$ cat src/rtl/seq_stage_ctrl.sv
// Multi-cycle Y86 sequencer: walks one instruction at a time through
// FETCH..PCUPD, stalls on data memory, and halts with a Y86 status code on faults.
module seq_stage_ctrl #(
   parameter int MEM_TIMEOUT = 15
) (
   input  logic        clk,
   input  logic        rst,
   input  logic        start,
   input  logic [3:0]  icode,
   input  logic        instr_valid,
   input  logic        imem_error,
   input  logic        mem_ready,
   input  logic        dmem_error,
   output logic        fetch_en,
   output logic        decode_en,
   output logic        execute_en,
   output logic        memory_en,
   output logic        wb_en,
   output logic        pc_en,
   output logic        cc_we,
   output logic [2:0]  stat,
   output logic        busy,
   output logic [31:0] instr_count
);

   typedef enum logic [2:0] {
      S_IDLE,
      S_FETCH,
      S_DECODE,
      S_EXECUTE,
      S_MEMORY,
      S_WRITEBACK,
      S_PCUPD,
      S_HALTED
   } state_t;

   localparam logic [2:0] STAT_AOK = 3'd1;
   localparam logic [2:0] STAT_HLT = 3'd2;
   localparam logic [2:0] STAT_ADR = 3'd3;
   localparam logic [2:0] STAT_INS = 3'd4;
   localparam logic [3:0] ICODE_HALT = 4'd0;
   localparam logic [3:0] ICODE_OPQ  = 4'd6;
   // The counter holds the number of wait cycles already spent, so the
   // final permitted wait cycle is seen when it equals MEM_TIMEOUT-1.
   localparam logic [3:0] WAIT_LAST = 4'(MEM_TIMEOUT - 1);

   state_t      r_state;
   state_t      w_nextState;
   logic [2:0]  r_stat;
   logic [2:0]  w_nextStat;
   logic [3:0]  r_icode;
   logic [3:0]  r_waitCnt;
   logic [31:0] r_instrCount;
   logic        r_fetchEn;
   logic        r_decodeEn;
   logic        r_executeEn;
   logic        r_memoryEn;
   logic        r_wbEn;
   logic        r_pcEn;
   logic        r_ccWe;
   logic        r_busy;
   logic        w_isMemOp;

   assign w_isMemOp = (r_icode == 4'd4) || (r_icode == 4'd5) || (r_icode == 4'd8) ||
                      (r_icode == 4'd9) || (r_icode == 4'd10) || (r_icode == 4'd11);

   always_comb begin
      w_nextState = r_state;
      w_nextStat  = r_stat;
      case (r_state)
         S_IDLE: begin
            if (start) w_nextState = S_FETCH;
         end
         S_FETCH: begin
            if (imem_error) begin
               w_nextState = S_HALTED;
               w_nextStat  = STAT_ADR;
            end else if (!instr_valid) begin
               w_nextState = S_HALTED;
               w_nextStat  = STAT_INS;
            end else begin
               w_nextState = S_DECODE;
            end
         end
         S_DECODE: w_nextState = S_EXECUTE;
         S_EXECUTE: begin
            if (w_isMemOp)                   w_nextState = S_MEMORY;
            else if (r_icode == ICODE_HALT)  w_nextState = S_PCUPD;
            else                             w_nextState = S_WRITEBACK;
         end
         S_MEMORY: begin
            // Completion is checked first so a late mem_ready still wins over the timeout.
            if (mem_ready) begin
               if (dmem_error) begin
                  w_nextState = S_HALTED;
                  w_nextStat  = STAT_ADR;
               end else begin
                  w_nextState = S_WRITEBACK;
               end
            end else if (r_waitCnt == WAIT_LAST) begin
               w_nextState = S_HALTED;
               w_nextStat  = STAT_ADR;
            end
         end
         S_WRITEBACK: w_nextState = S_PCUPD;
         S_PCUPD: begin
            if (r_icode == ICODE_HALT) begin
               w_nextState = S_HALTED;
               w_nextStat  = STAT_HLT;
            end else begin
               w_nextState = S_FETCH;
            end
         end
         S_HALTED: w_nextState = S_HALTED;
         default:  w_nextState = S_IDLE;
      endcase
   end

   // Outputs are registered from the next state so they line up with r_state
   // while never depending combinationally on the inputs.
   always_ff @(posedge clk or posedge rst) begin
      if (rst) begin
         r_state      <= S_IDLE;
         r_stat       <= STAT_AOK;
         r_icode      <= 4'd0;
         r_waitCnt    <= 4'd0;
         r_instrCount <= 32'd0;
         r_fetchEn    <= 1'b0;
         r_decodeEn   <= 1'b0;
         r_executeEn  <= 1'b0;
         r_memoryEn   <= 1'b0;
         r_wbEn       <= 1'b0;
         r_pcEn       <= 1'b0;
         r_ccWe       <= 1'b0;
         r_busy       <= 1'b0;
      end else begin
         r_state <= w_nextState;
         r_stat  <= w_nextStat;
         if (r_state == S_FETCH && w_nextState == S_DECODE) r_icode <= icode;
         r_waitCnt <= (r_state == S_MEMORY) ? r_waitCnt + 4'd1 : 4'd0;
         if (r_state == S_PCUPD) r_instrCount <= r_instrCount + 32'd1;
         r_fetchEn   <= (w_nextState == S_FETCH);
         r_decodeEn  <= (w_nextState == S_DECODE);
         r_executeEn <= (w_nextState == S_EXECUTE);
         r_memoryEn  <= (w_nextState == S_MEMORY);
         r_wbEn      <= (w_nextState == S_WRITEBACK);
         r_pcEn      <= (w_nextState == S_PCUPD);
         r_ccWe      <= (w_nextState == S_EXECUTE) && (r_icode == ICODE_OPQ);
         r_busy      <= (w_nextState != S_IDLE) && (w_nextState != S_HALTED);
      end
   end

   assign fetch_en    = r_fetchEn;
   assign decode_en   = r_decodeEn;
   assign execute_en  = r_executeEn;
   assign memory_en   = r_memoryEn;
   assign wb_en       = r_wbEn;
   assign pc_en       = r_pcEn;
   assign cc_we       = r_ccWe;
   assign stat        = r_stat;
   assign busy        = r_busy;
   assign instr_count = r_instrCount;

endmodule
$ cat config.mk
export PLATFORM = sky130hd
export DESIGN_NAME = seq_stage_ctrl
export DESIGN_NICKNAME = d
export VERILOG_FILES = /design/src/rtl/seq_stage_ctrl.sv
export SDC_FILE = /design/constraint.sdc
export NUM_CORES = 1
export LEC_CHECK = 0
export CORE_MARGIN = 1.5
export CORE_UTILIZATION = 40
export DETAILED_ROUTE_END_ITERATION = 10
export PLACE_DENSITY = 0.77
export REMOVE_ABC_BUFFERS = 1
export SLEW_MARGIN = 0
export SYNTH_ARGS = -nofsm -noshare
export SYNTH_HDL_FRONTEND = slang
export SYNTH_SLANG_ARGS = --single-unit
$ cat constraint.sdc
create_clock -name clk -period 1.9 [get_ports clk]
set_input_delay 0.57 -clock clk [delete_from_list [all_inputs] [get_ports clk]]
set_output_delay 0.57 -clock clk [all_outputs]
set_load 0.05 [all_outputs]
==> metrics.yaml, run 1 <==
yosys-top-cells-count: "dfrtp_1 (53), xnor2_1 (21), nor2_1 (15), nand3_1 (13)"
place.port_buffers: 53
dp_hpwl_mm: 3.77
layout.area.seq_sq_mm: 0.00135
antenna_found_initial: 0
via_per_inst: 5.10
clkLatencyLatePin_ns: 0.31
drtIter0Drc: 68
clock-root-buffer: "clkbuf_8"
setup-violations-final: 0
die_w_um: 82.2
grt_max_degree: 55
slew_headroom_pct: 66.2
period_needed_ns: 1.78
synthesis.area_sq_mm: 0.00251
firstDrtPassIters: 4
fin_util_pct: 58.6
track_usage_pct: 16.6
avgSynthCellArea_sq_um: 11.2
hold_buffers: 0
yosys_register_bits: 54
hp-class: "reg -> reg"
hold_viol_final: 0
synth_top_area_share_pct: 52.9
fill_cells: 510
num_io_pins: 54
drc: 0
crit_arrival_ns: 1.98
areaGrowthSynthToFinish_pct: 40.0
p_leak_uw: 0.00167
status: "complete, no violations"
start_util_pct: 41.9
power_density_mw_per_mm2: 674
grt_pass1_wl_mm: 8.55
fp.dieH_um: 82.2
fin_skew_ns: 0.00533
tightestPinTransition_ns: 0.499
drt.antenna.violating_nets: 0
min_period_over_period_pct: 93.5
cts_made_buffers: 5
ctsResizeCount: 1
crit_fanout: 4
synth_edf_count: 0
drv_cap: 0
yosysMostFrequentCell: "dfrtp_1"
yosys_most_used_dff: "dfrtp_1"
cts_sinks: 54
ys_async_sr_fraction_pct: 100
overflow: 0
ys_top_cells_by_area: "dfrtp_1 (53%), xnor2_1 (7.3%), xor2_1 (4.2%), mux2_2 (3.1%), nand3_1 (2.6%)"
fmax_ghz: 0.563
num_vias: 1918
drive_above_1_share_pct: 30.9
diodes: 0
row_count: 28
cts_tree: "done"
postCtsSetupBuffers: 0
path_class: "in -> reg"
rsz0062_at_grt: "no"
grt_pass1_vias: 1918
synth_cells: 223
synth_area_leader_cell: "dfrtp_1"
fin_nets: 314
cp-start-kind: "primary input"
die_area_sq_mm: 0.00676
ys_seq_area_share_pct: 53.9
clk_pin_slew_ns: 0.09
drv_slew: 0
avgRoutedWirePerCell_um: 13.4
irDropWorstVdd_uv: 468
finalPower_uw: 2370
clockBufferDepth: 2
h-tree-depth: 2
fp.coreArea_sq_mm: 0.00599
worst_ep_required_time_ns: 2.10
synth.distinct_cells: 45
cp-end-kind: "register"
synth_warnings: 0
gp_congestion: 0.924
wl_mm: 5.03
multi_input_area_sq_mm: 0.00111
[flip-flops by register name (all words and copies together), names as in the netlist, 3 cells and up]
| register | flops |
|---|---|
| instr_count | 32 |
| r_icode | 4 |
| r_state | 3 |
| r_waitCnt | 4 |
| stat | 3 |
[cell type report]
type                    instances  area share, %
well taps                      75           2.67
inverters                      11           1.18
clock buffers                   8           3.13
repair buffers                 75           22.8
flip-flops and latches         54           38.5
multi-input cells             153           31.7
[worst max-delay path, cell delays in order]
cell             delay (ns)
clkdlybuf4s50_1        0.45
a31oi_1                0.21
nor3_1                 0.09
a211oi_2               0.29
mux2_2                 0.37
[stage by stage]
stage	TNS, ns	std cells	instance area, sq um	hold slack [ns]	setup slack [ns]
after floorplan	-0.316	218	2490	0.451	-0.112
after global routing	0	376	3510	0.502	0.00192
final	0	376	3510	0.485	0.124
after global placement	-1.32	368	3380	0.457	-0.229
after detailed placement	-1.80	368	3380	0.475	-0.291
after CTS	0	376	3490	0.488	0.0330
[final timing paths]
| kind | start | endpoint | slack [ns] | cells after the start |
|---|---|---|---|---|
| min in group asynchronous | rst | instr_count[24] | 0.60 | 3 |
| max | mem_ready | stat[2] | 0.12 | 5 |
| max reg2reg | r_state[0] | stat[2] | 0.15 | 5 |
| max in group asynchronous | rst | stat[0] | 0.99 | 3 |
| min reg2reg | r_waitCnt[0] | r_waitCnt[0] | 0.48 | 1 |
| min | r_waitCnt[0] | r_waitCnt[0] | 0.48 | 1 |
[layer usage]
metal  wire length, um  global-route usage, %  vias up
met5                 0                      0        -
met4                76                   6.61        0
met3               192                   3.30        7
met2              2650                   29.7       43
met1              2110                   19.3      935
li1                  -                      -      933
[placed cells by master (no fill, tap or decap), drive strengths merged, types with 2 or more instances in the layout]
master	n
a211oi	2
and2	4
and3	5
and4	5
buf	65
clkbuf	8
clkdlybuf4s50	10
dfrtp	53
ha	3
inv	11
mux2	7
nand2	12
nand2b	3
nand3	13
nand4	7
nor2	15
nor2b	5
nor3	12
nor3b	2
nor4	5
o21ai	2
xnor2	21
xor2	12
[cells by family (layout without fill, tap and decap cells)]
| kind of cell | count (synthesis) | in the layout | synth area share (%) |
|---|---|---|---|
| AOI/OAI and AO/OA | 15 | 15 | 4.74 |
| DFF | 54 | 54 | 53.9 |
| and+or+nand+nor | 94 | 94 | 22.2 |
| xor gates and xnor gates | 33 | 33 | 11.5 |
| buffers and inverters | 16 | 94 | 2.54 |
| adders and majority gates | 3 | 3 | 1.50 |
| muxes | 8 | 8 | 3.54 |
[power breakdown]
part / total, uW / internal [uW] / switching, uW
sequential: 1230 / 1190 / 34.2
clock: 725 / 368 / 357
combinational: 414 / 179 / 235
total: 2370 / 1740 / 626
No activity file was read; power rests on OpenSTA's default activity.
==> run 2, diff against run 1 <==
--- a/config.mk
+++ b/config.mk
@@ -5,6 +5,7 @@
 export SDC_FILE = /design/constraint.sdc
 export NUM_CORES = 1
 export LEC_CHECK = 0
+export CORE_ASPECT_RATIO = 0.9
 export CORE_MARGIN = 1.5
 export CORE_UTILIZATION = 40
 export DETAILED_ROUTE_END_ITERATION = 10
==> metrics.yaml, run 2 (synthesis gave the netlist of run 1 again) <==
drive_above_1_share_pct: 31.1  # +0.23 points
fin_nets: 315  # +0.32%
drc: 0  # unchanged
firstDrtPassIters: 4  # unchanged
h-tree-depth: 2  # unchanged
track_usage_pct: 16.3  # -0.23 points
worst_ep_required_time_ns: 2.12  # +0.02 ns
placed_area_sq_mm: 0.00340  # +0.48%
overflow: 0  # unchanged
hp-class: "reg -> reg"
hold_viol_final: 0  # unchanged
cts_made_buffers: 5  # unchanged
largest_register_ffs: 32  # unchanged
die_w_um: 86.5  # +5.2%
final_common_cell: "dfrtp_1"
tightestPinTransition_ns: 0.536  # +0.0369 ns
fill_cells: 522  # +2.4%
intPower_uw: 1670  # -3.9%
crit_arrival_ns: 2.05  # +0.07 ns
place.port_buffers: 53  # unchanged
drv_cap: 0  # unchanged
clock-root-buffer: "clkbuf_8"
period_needed_ns: 1.83  # +0.0502 ns
clk_pin_slew_ns: 0.09  # about the same
path_class: "in -> reg"
row_count: 27  # -3.6%
setup-violations-final: 0  # unchanged
drtIter0Drc: 62  # -8.8%
wl_mm: 5.22  # +3.8%
grt_pass1_vias: 1935  # +0.89%
ctsResizeCount: 0  # -1
areaGrowthSynthToFinish_pct: 40.1  # about the same
irDropWorstVdd_uv: 413  # -12%
hold_buffers: 0  # unchanged
multi_input_area_sq_mm: 0.00112  # +0.45%
clkLatencyLatePin_ns: 0.30  # about the same
num_io_pins: 54  # unchanged
die_area_sq_mm: 0.00676  # about the same
final_cells: 374  # -0.53%
combPwrFrac_pct: 17.6  # about the same
p_clk_share_pct: 28.3  # -2.3 points
grt_pass1_wl_mm: 8.82  # +3.1%
cts_tree: "done"
antenna_found_initial: 0  # unchanged
fp.coreArea_sq_mm: 0.00608  # +1.5%
p_leak_uw: 0.00167  # -0.14%
via_per_inst: 5.25  # +2.9%
cp-end-kind: "register"
cp-start-kind: "primary input"
num_vias: 1963  # +2.3%
power_frac_seq_pct: 54.1  # +2.2 points
place_inst: 366  # -0.54%
switching_share_pct: 27.3  # +0.83 points
avgRoutedWirePerCell_um: 14.0  # +4.4%
postCtsSetupBuffers: 0  # unchanged
timing.hold.ws_ns: 0.497  # +0.0119 ns
crit_fanout: 3  # -1
ff2ff_setup_slack_ns: 0.11  # -0.04 ns
finalPower_uw: 2300  # -2.8%
fin_skew_ns: 0.00507  # -0.000261 ns
stdcell_area_sq_mm: 0.00352  # about the same
diodes: 0  # unchanged
cts_sinks: 54  # unchanged
fin_util_pct: 57.8  # -0.83 points
power_switching_uw: 628  # +0.26%
dp_hpwl_mm: 4.05  # +7.5%
drv_slew: 0  # unchanged
fmax_ghz: 0.548  # -2.7%
gp_congestion: 0.784  # -15%
layout.area.seq_sq_mm: 0.00135  # unchanged
fp.dieH_um: 78.1  # -4.9%
grt_max_degree: 23  # -58%
min_period_over_period_pct: 96.1  # +2.6 points
drt.antenna.violating_nets: 0  # unchanged
start_util_pct: 41.3  # -0.62 points
clockBufferDepth: 2  # unchanged
power_density_mw_per_mm2: 654  # -2.9%
status: "complete, no violations"
slew_headroom_pct: 63.4  # -2.9 points
final_cell_mix: "dfrtp_1 (53), buf_4 (48), xnor2_1 (21)"
==> run 2: cell count changes in the layout (fill, tap and decap cells not counted), sizes merged <==
cell    before  now
clkinv       0    1
clkbuf       8    7
buf         65   66
==> run 2: worst paths after layout <==
check / from / endpoint / cells past startpoint
setup / recovery: imem_error / busy / 6
hold / removal: instr_count[31] / instr_count[31] / 1
setup reg to reg: r_waitCnt[0] / stat[2] / 6
hold reg to reg: instr_count[31] / instr_count[31] / 1
max in group asynchronous: rst / r_icode[1] / 3
min in group asynchronous: rst / instr_count[1] / 2
==> run 2: critical path, stage by stage <==
cell             delay (ns)
clkdlybuf4s50_1        0.44
nand2b_1               0.18
and3_1                 0.19
buf_4                  0.14
or3_1                  0.37
a22oi_1                0.16
==> run 2: metrics by stage <==
step	setup slack, ns	setup TNS (ns)
detailed placement	-0.296	-2.00
floorplan	-0.112	-0.316
finish	0.0738	0
global placement	-0.226	-1.74
global route	-0.00210	-0.00210
CTS	0.0284	0
==> run 2: power by group through the flow <==
stage	Sequential (uW)	Clock, uW	Combinational, uW
2_1_floorplan	1390	0	76.4
5_1_grt	1250	722	429
3_3_place_gp	1270	0	403
6_report	1240	651	406
3_5_place_dp	1270	0	407
4_1_cts	1250	664	407
==> run 2: routing by layer <==
| metal | routed length, um | global-route usage, % | part of all wire (%) |
|---|---|---|---|
| met5 | 0 | 0 | 0 |
| met4 | 16 | 1.45 | 0.31 |
| met3 | 257 | 4.94 | 4.9 |
| met2 | 2740 | 29.5 | 52 |
| met1 | 2210 | 19.9 | 42 |
==> run 2: layout make-up <==
class / instances / area share (%)
multi-input combinational: 153 / 31.9
inverter: 11 / 1.17
sequential: 54 / 38.5
clock inverter: 1 / 0.142
clock buffer: 7 / 2.46
timing repair buffer: 76 / 23.3
tap: 72 / 2.56
==> run 3, diff against run 2 <==
--- a/config.mk
+++ b/config.mk
@@ -6,7 +6,7 @@
 export NUM_CORES = 1
 export LEC_CHECK = 0
 export CORE_ASPECT_RATIO = 0.9
-export CORE_MARGIN = 1.5
+export CORE_MARGIN = 2
 export CORE_UTILIZATION = 40
 export DETAILED_ROUTE_END_ITERATION = 10
 export PLACE_DENSITY = 0.77
==> metrics.yaml, run 3 (synthesis gave the netlist of run 1 again) <==
fin_nets: 312  # -0.95%
start_util_pct: 41.3  # unchanged
largest_register_ffs: 32  # unchanged
drv_slew: 0  # unchanged
cpPeakStageDelay_ns: 0.45  # about the same
power_switching_uw: 630  # +0.28%
diodes: 0  # unchanged
final_cell_mix: "dfrtp_1 (53), buf_4 (47), xnor2_1 (21)"
drive_above_1_share_pct: 30.8  # -0.36 points
clock-root-buffer: "clkbuf_8"
row_count: 27  # unchanged
hp-class: "reg -> reg"
p_leak_uw: 0.00166  # -0.72%
clk_pin_slew_ns: 0.09  # about the same
setup-violations-final: 0  # unchanged
cp-end-kind: "register"
power_density_mw_per_mm2: 680  # +4.0%
crit_arrival_ns: 2.07  # +0.02 ns
irDropWorstVdd_uv: 335  # -19%
drt.antenna.violating_nets: 0  # unchanged
cts_made_buffers: 5  # unchanged
h-tree-depth: 2  # unchanged
drc: 0  # unchanged
cts_tree: "done"
hold_viol_final: 0  # unchanged
wl_mm: 5.25  # +0.50%
fill_cells: 530  # +1.5%
areaGrowthSynthToFinish_pct: 39.0
path_class: "in -> reg"
intPower_uw: 1740  # +4.1%
cp-start-kind: "primary input"
fin_util_pct: 57.3  # -0.49 points
antenna_found_initial: 0  # unchanged
die_w_um: 87.5  # +1.2%
tightestPinTransition_ns: 0.523  # -0.0124 ns
clockBufferDepth: 2  # unchanged
cp_slowest_cell: "clkdlybuf4s50_1"
drv_cap: 0  # unchanged
switching_share_pct: 26.5  # -0.74 points
drtIter0Drc: 80  # +29%
fmax_ghz: 0.535  # -2.3%
grt_max_degree: 55  # +140%
overflow: 0  # unchanged
p_clk_share_pct: 30.7  # +2.4 points
grt_pass1_wl_mm: 8.69  # -1.5%
path_cells: "clkdlybuf4s50_1 > nand2b_1 > and3_1 > a211oi_2 > mux2_2"
avgRoutedWirePerCell_um: 14.1  # +1.3%
post-place-ws_ns: -0.324  # -0.0274 ns
slew_headroom_pct: 64.2  # +0.85 points
via_per_inst: 5.21  # -0.78%
num_io_pins: 54  # unchanged
place.port_buffers: 53  # unchanged
final_cells: 371  # -0.80%
crit_fanout: 3  # unchanged
firstDrtPassIters: 4  # unchanged
cts_sinks: 54  # unchanged
fp.coreArea_sq_mm: 0.00608  # unchanged
period_needed_ns: 1.87  # +0.0438 ns
final_common_cell: "dfrtp_1"
worst_ep_required_time_ns: 2.10  # -0.02 ns
place_inst: 363  # -0.82%
num_vias: 1932  # -1.6%
fp.dieH_um: 79.1  # +1.3%
postCtsSetupBuffers: 0  # unchanged
grt_pass1_vias: 1883  # -2.7%
min_period_over_period_pct: 98.4  # +2.3 points
worst_slack_ns: 0.0300  # -0.0438 ns
status: "complete, no violations"
power_frac_seq_pct: 52.4  # -1.7 points
fin_skew_ns: 0.00736  # +0.00229 ns
combPwrFrac_pct: 16.9  # -0.7 points
hold_buffers: 0  # unchanged
dp_hpwl_mm: 3.92  # -3.3%
gp_congestion: 0.827  # +5.6%
track_usage_pct: 15.9  # -0.44 points
clkLatencyLatePin_ns: 0.30  # about the same
rsz0062_at_grt: "yes"
die_area_sq_mm: 0.00692  # +2.5%
[run 3: cell count changes in the layout (fill, tap and decap cells not counted)]
| cell | before | now |
|---|---|---|
| clkinv_2 | 1 | 0 |
| buf_4 | 48 | 47 |
| a22oi_1 | 1 | 0 |
| a31oi_2 | 1 | 0 |
| clkbuf_8 | 6 | 8 |
| clkbuf_1 | 1 | 0 |
| a31oi_1 | 0 | 1 |
| a22oi_2 | 0 | 1 |
| buf_12 | 18 | 16 |
[run 3: power by group through the flow]
stage	registers (uW)	clock network, uW	logic (uW)
finish	1240	728	400
global route	1250	797	421
CTS	1250	750	404
detailed placement	1270	0	403
global placement	1260	0	398
floorplan	1390	0	76.4
[run 3: final timing paths]
kind                       slack [ns]               to  cells after the start             from
min reg2reg                      0.48  instr_count[31]                      1  instr_count[31]
max in group asynchronous        0.99          stat[0]                      3              rst
min in group asynchronous        0.62  instr_count[19]                      3              rst
min                              0.48  instr_count[31]                      1  instr_count[31]
max reg2reg                      0.14  instr_count[28]                      4  instr_count[17]
max                              0.03          stat[2]                      5       imem_error
[run 3: cell type report]
class | instances | area (sq um) | share of cell area [%]
Sequential cell | 54 | 1350 | 38.8
Multi-Input combinational cell | 153 | 1120 | 32.1
Timing Repair Buffer | 73 | 773 | 22.2
Clock buffer | 8 | 110 | 3.16
Tap cell | 72 | 90.1 | 2.58
Inverter | 11 | 41.3 | 1.18
[run 3: worst max-delay path, delay by kind of cell]
kind            cells  cell delay (ns)
compound gates      1             0.32
buf+inv             1             0.45
simple gates        2             0.36
mux                 1             0.37
[run 3: metal layers]
layer | global-route usage (%) | part of all wire, % | vias to the layer above
li1 | - | - | 935
met1 | 20.1 | 43 | 944
met2 | 26.7 | 51 | 46
met3 | 3.53 | 4.3 | 7
met4 | 5.54 | 1.3 | 0
met5 | 0 | 0 | -
[run 3: repair_timing]
item                       4_1_cts  5_1_grt
resized for setup                1        5
setup endpoints to repair        1       11
pin swaps                        0        1
[run 3: metrics by stage]
step                      setup TNS, ns  hold WS (ns)  cell area [sq um]  total power [uW]
after floorplan                  -0.316         0.451               2490              1460
after global placement            -1.65         0.457               3350              1660
after detailed placement          -2.28         0.466               3350              1670
after CTS                             0         0.479               3460              2400
after global routing            -0.0191         0.506               3490              2470
final                                 0         0.481               3490              2370
